$ cat src/rtl/servo_sequencer.sv
// rtl/servo_sequencer.sv - gripper servo step sequencer for quarter-turn face moves
//
// Purpose:
//   Accepts one move opcode at a time and plays it out as a fixed sequence
//   of mechanical steps on a set of gripper faces. Each face has a slide
//   servo (grip/retract) and a rotate servo (rest/90 degrees). A move is
//   made of Q quarter turns; each quarter turn is six steps, and each step
//   is held for STEP_CYCLES enabled clock cycles.
//
// Optional feature:
//   SERVO_SEQ_ABORT_EN - adds the abort input, which cancels a move in
//   progress, re-grips every face, unrotates everything and pulses err.
//
// Ports:
//   clk       in   system clock, rising edge
//   rst       in   asynchronous active-low reset
//   enable    in   step timer run/freeze (ignored while idle)
//   op_valid  in   opcode present
//   op        in   [FACE_W-1:0] face, [FACE_W+1:FACE_W] type
//                  (00 CW, 01 CCW, 10 half, 11 reserved)
//   abort     in   cancel move (only with SERVO_SEQ_ABORT_EN)
//   op_ready  out  sequencer idle and able to accept an opcode
//   slide     out  per-face slide command, 1 = gripping
//   rot       out  per-face rotate command, 1 = rotated 90 degrees
//   busy      out  move in progress
//   done      out  one-cycle pulse on move completion
//   err       out  one-cycle pulse on rejected opcode (or abort)

module servo_sequencer #(
  parameter int NUM_FACES   = 4,
  parameter int STEP_CYCLES = 50000000,
  parameter int CNT_W       = 26,
  parameter int FACE_W      = 2
) (
  input  logic                 clk,
  input  logic                 rst,
  input  logic                 enable,
  input  logic                 op_valid,
  input  logic [FACE_W+1:0]    op,
`ifdef SERVO_SEQ_ABORT_EN
  input  logic                 abort,
`endif
  output logic                 op_ready,
  output logic [NUM_FACES-1:0] slide,
  output logic [NUM_FACES-1:0] rot,
  output logic                 busy,
  output logic                 done,
  output logic                 err
);

  typedef enum logic [2:0] {
    ST_IDLE          = 3'd0,
    ST_RETRACT       = 3'd1,
    ST_ROTATE        = 3'd2,
    ST_REGRIP_OTHERS = 3'd3,
    ST_RELEASE       = 3'd4,
    ST_UNROTATE      = 3'd5,
    ST_REGRIP        = 3'd6
  } state_t;

  localparam logic [CNT_W-1:0] LP_LAST = CNT_W'(STEP_CYCLES - 1);

  state_t               r_state, w_state_nxt;
  logic [CNT_W-1:0]     r_timer, w_timer_nxt;
  logic [1:0]           r_q, w_q_nxt;
  logic [FACE_W-1:0]    r_face, w_face_nxt;
  logic [NUM_FACES-1:0] r_slide, w_slide_nxt;
  logic [NUM_FACES-1:0] r_rot, w_rot_nxt;
  logic                 r_done, w_done_nxt;
  logic                 r_err, w_err_nxt;
  // Held low by reset so op_ready stays low until the first edge after release.
  logic                 r_live;

  logic [FACE_W-1:0]    w_op_face;
  logic [1:0]           w_op_type;
  logic [1:0]           w_op_q;
  logic                 w_op_bad;
  logic                 w_accept;
  logic                 w_step_end;
  logic [NUM_FACES-1:0] w_op_mask;
  logic [NUM_FACES-1:0] w_face_mask;

  assign w_op_face  = op[FACE_W-1:0];
  assign w_op_type  = op[FACE_W+1:FACE_W];
  assign op_ready   = r_live && (r_state == ST_IDLE);
  assign w_accept   = op_valid && op_ready;
  assign w_step_end = (r_timer == LP_LAST);
  assign w_op_bad   = (w_op_type == 2'b11) || (int'(w_op_face) >= NUM_FACES);

  assign slide = r_slide;
  assign rot   = r_rot;
  assign busy  = (r_state != ST_IDLE);
  assign done  = r_done;
  assign err   = r_err;

  // One-hot face masks for the incoming opcode and for the latched face.
  always_comb begin
    w_op_mask   = '0;
    w_face_mask = '0;
    for (int i = 0; i < NUM_FACES; i++) begin
      w_op_mask[i]   = (w_op_face == FACE_W'(i));
      w_face_mask[i] = (r_face == FACE_W'(i));
    end
  end

  // Quarter turns per move: CW is one, half is two, CCW is three CW quarters.
  always_comb begin
    w_op_q = 2'd0;
    case (w_op_type)
      2'b00:   w_op_q = 2'd1;
      2'b01:   w_op_q = 2'd3;
      2'b10:   w_op_q = 2'd2;
      default: w_op_q = 2'd0;
    endcase
  end

  always_comb begin
    w_state_nxt = r_state;
    w_timer_nxt = r_timer;
    w_q_nxt     = r_q;
    w_face_nxt  = r_face;
    w_slide_nxt = r_slide;
    w_rot_nxt   = r_rot;
    w_done_nxt  = 1'b0;
    w_err_nxt   = 1'b0;

    if (r_state == ST_IDLE) begin
      if (w_accept) begin
        if (w_op_bad) begin
          w_err_nxt = 1'b1;
        end else begin
          w_face_nxt  = w_op_face;
          w_q_nxt     = w_op_q;
          w_timer_nxt = '0;
          w_state_nxt = ST_RETRACT;
          // Outputs change on the same edge the step is entered.
          w_slide_nxt = r_slide & w_op_mask;
        end
      end
    end else if (enable) begin
      if (w_step_end) begin
        w_timer_nxt = '0;
        case (r_state)
          ST_RETRACT: begin
            w_state_nxt = ST_ROTATE;
            w_rot_nxt   = r_rot | w_face_mask;
          end
          ST_ROTATE: begin
            w_state_nxt = ST_REGRIP_OTHERS;
            w_slide_nxt = r_slide | ~w_face_mask;
          end
          ST_REGRIP_OTHERS: begin
            w_state_nxt = ST_RELEASE;
            w_slide_nxt = r_slide & ~w_face_mask;
          end
          ST_RELEASE: begin
            w_state_nxt = ST_UNROTATE;
            w_rot_nxt   = r_rot & ~w_face_mask;
          end
          ST_UNROTATE: begin
            w_state_nxt = ST_REGRIP;
            w_slide_nxt = r_slide | w_face_mask;
          end
          ST_REGRIP: begin
            if (r_q > 2'd1) begin
              w_q_nxt     = r_q - 2'd1;
              w_state_nxt = ST_RETRACT;
              w_slide_nxt = r_slide & w_face_mask;
            end else begin
              w_q_nxt     = 2'd0;
              w_state_nxt = ST_IDLE;
              w_done_nxt  = 1'b1;
            end
          end
          default: w_state_nxt = ST_IDLE;
        endcase
      end else begin
        w_timer_nxt = r_timer + CNT_W'(1);
      end
    end

`ifdef SERVO_SEQ_ABORT_EN
    // Abort wins over enable and over any step transition.
    if (abort && (r_state != ST_IDLE)) begin
      w_state_nxt = ST_IDLE;
      w_timer_nxt = '0;
      w_q_nxt     = 2'd0;
      w_slide_nxt = '1;
      w_rot_nxt   = '0;
      w_done_nxt  = 1'b0;
      w_err_nxt   = 1'b1;
    end
`endif
  end

  always_ff @(posedge clk or negedge rst) begin
    if (!rst) begin
      r_state <= ST_IDLE;
      r_timer <= '0;
      r_q     <= 2'd0;
      r_face  <= '0;
      r_slide <= '1;
      r_rot   <= '0;
      r_done  <= 1'b0;
      r_err   <= 1'b0;
      r_live  <= 1'b0;
    end else begin
      r_state <= w_state_nxt;
      r_timer <= w_timer_nxt;
      r_q     <= w_q_nxt;
      r_face  <= w_face_nxt;
      r_slide <= w_slide_nxt;
      r_rot   <= w_rot_nxt;
      r_done  <= w_done_nxt;
      r_err   <= w_err_nxt;
      r_live  <= 1'b1;
    end
  end

endmodule

$ cat config.mk
export PLATFORM = sky130hd
export DESIGN_NAME = servo_sequencer
export DESIGN_NICKNAME = d
export VERILOG_FILES = /design/src/rtl/servo_sequencer.sv
export SDC_FILE = /design/constraint.sdc
export NUM_CORES = 1
export LEC_CHECK = 0
export BUFFER_PORTS_ARGS = -buffer_cell sky130_fd_sc_hd__buf_2
export CORE_AREA = 2 2 75 77
export CTS_BUF_LIST = sky130_fd_sc_hd__clkbuf_8
export CTS_CLUSTER_SIZE = 20
export DETAILED_ROUTE_END_ITERATION = 10
export DIE_AREA = 0 0 77 79
export GPL_TIMING_DRIVEN = 1
export PLACE_DENSITY_LB_ADDON = 0.05
export RECOVER_POWER = 100
export SETUP_SLACK_MARGIN = 0.5
export SLEW_MARGIN = 20
export SYNTH_ARGS = -nofsm -noshare
export SYNTH_HDL_FRONTEND = slang
export SYNTH_SLANG_ARGS = --single-unit
export TNS_END_PERCENT = 5
$ cat constraint.sdc
create_clock -name clk -period 2.1 [get_ports clk]
set_clock_uncertainty 0.05 [all_clocks]
set_input_delay 0.105 -clock clk [delete_from_list [all_inputs] [get_ports clk]]
set_output_delay 0.105 -clock clk [all_outputs]
set_load 0.03 [all_outputs]
# Yosys cells after proc, flatten, opt, wreduce, memory -nomap -nowiden
# Index checks and enable logic that the tools add are counted.
[word_totals]
ff_bits = 44
wordCells = 95
[op_classes]
add_sub_neg = 2
magnitude_cmp = 1
n_eq_ne = 19
n_mux = 36
bitwise_logic = 10
n_reduce_logical = 18
[op_table]
columns = ["operator", "count"]
rows = [
  ["26-bit two-way mux", 5],
  ["26-bit by 1-bit adder with 26-bit output (second input constant)", 1],
  ["26-bit equality test (second input constant)", 1],
  ["4-bit two-way mux", 6],
  ["3-bit case mux with 6 select lines", 1],
  ["4-bit AND", 4],
  ["4-bit case mux with 4 select lines", 1],
  ["3-bit two-way mux", 5],
  ["2-bit two-way mux", 7],
  ["2-bit equality test (second input constant)", 6],
  ["4-bit OR", 3],
  ["3-bit equality test (second input constant)", 3],
  ["1-bit two-way mux", 9],
  ["4-bit case mux with 2 select lines", 1],
  ["4-bit AND reduction", 2],
  ["2-bit nonzero test", 4],
  ["2-bit by 1-bit equality test with 1-bit output (second input constant)", 3],
  ["3-bit by 2-bit equality test with 1-bit output (second input constant)", 2],
  ["2-bit logical NOT", 3],
  ["2-bit case mux with 3 select lines", 1],
  ["3-bit AND reduction", 2],
  ["6-bit AND reduction", 1],
  ["5-bit AND reduction", 1],
  ["5-bit nonzero test", 1],
  ["other kinds (10)", 13],
]

# Longest topological paths before layout
[depth]
word_depth = 7
ltp_mapped = 7
mapped_depth_nobuf = 6

# Worst setup path after synthesis
# OpenSTA, ideal clock, no wires.
[synth_timing]
path_type = "reg-to-reg"
start = "reg r_timer[0]"
end = "reg r_timer[18]"
setup_time_ps = 86
arrival_time_ps = 1896
required_ps = 1964
path_slack_ps = 68
path_stages_with_launch = 8
n_path_buf = 1
cell_sequence = "dfrtp_1 > ha_1 > and3_1 > and4_1 > a21oi_1 > nor2_1 > buf_2 > nor3_1"
[synth_via]
elab_chain_len = 4
word_cells_on_any_way = 5
classes_between = "add/sub: 1; eq/ne: 1; mux: 3"
[synth_rtl]
columns = ["element", "line", "rtl"]
rows = [
  ["start, declared", "64", "logic [CNT_W-1:0] r_timer, w_timer_nxt;"],
  ["start signal, assigned", "209", "r_timer <= w_timer_nxt;"],
  ["26-bit by 1-bit adder with 26-bit output or 26-bit equality test (tied branches)", "178, 87", ""],
  ["26-bit two-way mux (*)", "141", "if (w_step_end) begin"],
  ["26-bit two-way mux (*)", "140", "end else if (enable) begin"],
  ["26-bit two-way mux (*)", "127", "if (r_state == ST_IDLE) begin"],
]
# Mark *: on every way between the ends. The rest lies on a longest branch, timed or not. The select of a mux whose other input is x is not followed.
# A chain may end at the register's enable or synchronous reset.

# Worst setup path after layout
[layout_timing]
start = "reg r_state[1]"
end = "reg r_timer[25]"
[layout_via]
elab_chain_len = 5
word_cells_on_any_way = 8
classes_between = "eq/ne: 2; mux: 1; reduce/logical: 5"
[layout_rtl]
columns = ["element", "line", "rtl"]
rows = [
  ["start, declared", "63", "state_t r_state, w_state_nxt;"],
  ["start signal, assigned", "208", "r_state <= w_state_nxt;"],
  ["3-bit logical NOT (*)", "85, 127", ""],
  ["1-bit logical AND", "85", "assign op_ready = r_live && (r_state == ST_IDLE);"],
  ["1-bit logical AND", "86", "assign w_accept = op_valid && op_ready;"],
  ["2-bit inequality test (no line)", "-", ""],
  ["3-bit AND reduction (no line)", "-", ""],
]
# Mark *: on every way between the ends. The rest lies on a longest branch, timed or not.

==> run metrics <==
Nets=337; post-synthesis sequential area ratio=42.98%; Worst-Margin Slew=1.121 ns; Layout area overhead=21.15%; # port buffers=19; number of antenna violations at the first check in global routing=0; Yosys warnings=0; synth top area cells=dfrtp_1 (39%), xnor2_1 (5.4%), dfstp_2 (4.1%); Startpoint Class=flip-flop; die width=77 um; switching share of power=27.76%; DR iter-0 viols=78; Final Hold Fails=0; Cells after Synth=282; total of max-cap violations=0; Seq pwr share=55.6%; GRT Overall Usage=21.56%; Fill cells=512; post-synthesis register bit count=44; Clock transition at path regs=0.08 ns; Core ar.=5338 sq um; HPWL Detailed=4217 um; period utilization=93.80%; first-pass detailed-route iteration total=5; GPL Wtd Cong=0.8490; layout cell share with drive strength beyond 1=19.63%; # rows=27; Multi-input gate area=1441 sq um; WL final=6404 um; Slew Viols, Final=0; CP Capture Type=flip-flop; CP required=2.23 ns; CTS sink count=44; Via Count=2288; Synth cell types=42; Core Util, Final=58.42%; H-Tree Depth=2; most frequent cells in the layout=dfrtp_1 (40), nor2_1 (27), nand2_1 (18), nor3_1 (18), buf_4 (18); synthesized cell area=2574 sq um; routed vias/inst=5.749; cell chain of the critical path=nor3_4, mux2i_1, clkbuf_1, clkbuf_16, nor4_1, xnor2_1, nor2_1; Yosys top cell area share=38.89%; clock share of power=30.7%; fmax=507.6 MHz; initial core utilization=48.22%; Residual DRC=0; CP max stage delay=0.42 ns; Pleak=1.330 nW; die footprint=6083 sq um; Mapped Nets=294; most common cell after layout, fill and taps aside=dfrtp_1; # IOs=20; RSZ-0062 raised after global routing=true; power share of the combinational group=13.7%; Setup-failing EPs final=0; Peak VDD IR=0.3472 mV; area leader, netlist=dfrtp_1; clock insertion delay at the later pin of the skew report=0.30 ns; drt wl/cell=16.09 um; first-pass GRT wire length=10430 um; arrival time worst endpoint=2.10 ns; critical path type=reg -> reg; grt ovf=0; Max Buffers Root-to-Sink=2; syn avg cell area=9.127 sq um; Num CTS Buffers=5; fin crit period=1.970 ns; TNS Setup=0 ns; Critical Path Fanout Max=14; Max transition margin=25.29%; Hold Path Class=in -> reg; CTS root buf=clkbuf_8; largest net degree at the start of global routing=45; vias in the first global route=2200; Tot Pwr=0.001781 W; ANT cells=0; register area=1106 sq um; Int Pwr=0.001286 W; Die Ht=79 um; sw power=0.0004944 W; antenna viol nets, final=0; CTS tree=yes; P per Cell Area=571.2 nW/um^2; Crit-path slowest cell=dfrtp_1; status=finished, final reports clean
==> flip-flops by register name (all words and copies together) (netlist names), named ones only <==
register  flops
r_timer      26
err           1
slide         4
done          1
r_q           2
r_live        1
r_state       3
r_face        2
==> synthesized netlist by cell type (all sizes together) <==
master,count
a211oi,1
a21o,3
a21oi,13
a31oi,13
and2,4
and3,5
and3b,1
and4,6
buf,4
clkbuf,10
conb,1
dfrtp,40
dfstp,4
ha,4
inv,10
mux2,7
mux2i,7
nand2,18
nand2b,7
nand3,13
nand4,3
nor2,27
nor2b,2
nor3,20
nor3b,3
nor4,11
nor4bb,1
o21a,1
o21ai,9
o21ba,1
o21bai,2
o221ai,2
o22a,1
o22ai,1
o311ai,2
o31ai,4
o41ai,3
or2,1
or3,1
xnor2,16
==> path summary, 6_finish.rpt <==
| path | start | endpoint | slack (ns) | cells past startpoint |
|---|---|---|---|---|
| worst max-delay path | r_state[1]$_DFFE_PN0P_ | r_timer[25]$_DFFE_PN0P_ | 0.13 | 7 |
| worst min register to register | flip-flop | flip-flop | 0.47 | 1 |
| worst min-delay path | op_valid | err$_DFF_PN0_ | 0.008 | 2 |
| min in group asynchronous | rst | r_face[0]$_DFFE_PN0P_ | 0.59 | 3 |
| max in group asynchronous | rst | r_timer[17]$_DFFE_PN0P_ | 0.72 | 3 |
| worst max register to register | r_state[1]$_DFFE_PN0P_ | r_timer[25]$_DFFE_PN0P_ | 0.13 | 7 |
==> critical path: cells and delay by family (launching register included) <==
| kind | cells | cell delay [ns] |
|---|---|---|
| xor gates and xnor gates | 1 | 0.19 |
| muxes | 1 | 0.16 |
| buffers and inverters | 2 | 0.34 |
| and+or+nand+nor | 3 | 0.69 |
| DFF | 1 | 0.42 |
==> cells by family (layout without fill, tap and decap cells) <==
kind of cell,count (synthesis),count (layout),share of synthesized area [%]
xor+xnor,16,16,5.445
other cells,1,1,0.1457
fa+ha+maj,4,4,1.945
flops,44,44,42.98
simple gates,123,123,25.77
mux,14,14,5.785
buf+inv,24,68,3.938
compound gates,56,56,14.00
==> power by group through the flow <==
| stage | Clock [W] | Sequential [W] | Combinational, W |
|---|---|---|---|
| after detailed placement | 0 | 0.00100 | 0.000208 |
| after CTS | 0.000571 | 0.000988 | 0.000243 |
| after global placement | 0 | 0.00101 | 0.000203 |
| final | 0.000548 | 0.000989 | 0.000244 |
| after floorplan | 0 | 0.000989 | 0.000139 |
| after global routing | 0.000605 | 0.000997 | 0.000270 |
==> area by class of cell <==
cell class,count,share of cell area (%)
Timing Repair Buffer,50,11.24
Sequential cell,44,35.47
Inverter,10,1.204
Multi-Input combinational cell,214,46.23
Tap cell,72,2.889
Clock buffer,6,2.648
Clock inverter,2,0.3210
==> per-layer routing <==
| layer | GRT usage (%) | share of wire, % | vias up |
|---|---|---|---|
| met3 | 3.409 | 2.5 | 6 |
| met1 | 27.08 | 44 | 1140 |
| met2 | 37.89 | 52 | 35 |
| met4 | 7.679 | 1.1 | 0 |
| li1 | - | - | 1107 |
| met5 | 0 | 0 | - |
==> metrics by stage <==
stage	std cells	area, sq um	worst slack, ns	hold slack (ns)
CTS	391	3095	0.2932	0.005456
finish	398	3118	0.1301	0.008160
global route	398	3118	0.1071	0.006930
global placement	373	2892	0.1512	0.1756
detailed placement	373	2892	0.1270	0.1723
floorplan	282	2644	0.2712	-0.2406
==> what timing repair did <==
| item | 4_1_cts | 5_1_grt |
|---|---|---|
| gates cloned | 0 | 1 |
| endpoints found under the setup margin | 44 | 44 |
| setup buffers | 9 | 6 |
| hold buffers | 1 | 0 |
| pin swaps | 6 | 4 |
| endpoints found under the hold margin | 40 | 0 |
| gates resized for setup | 6 | 9 |
Note: power is estimated with default switching activity, not from simulation.
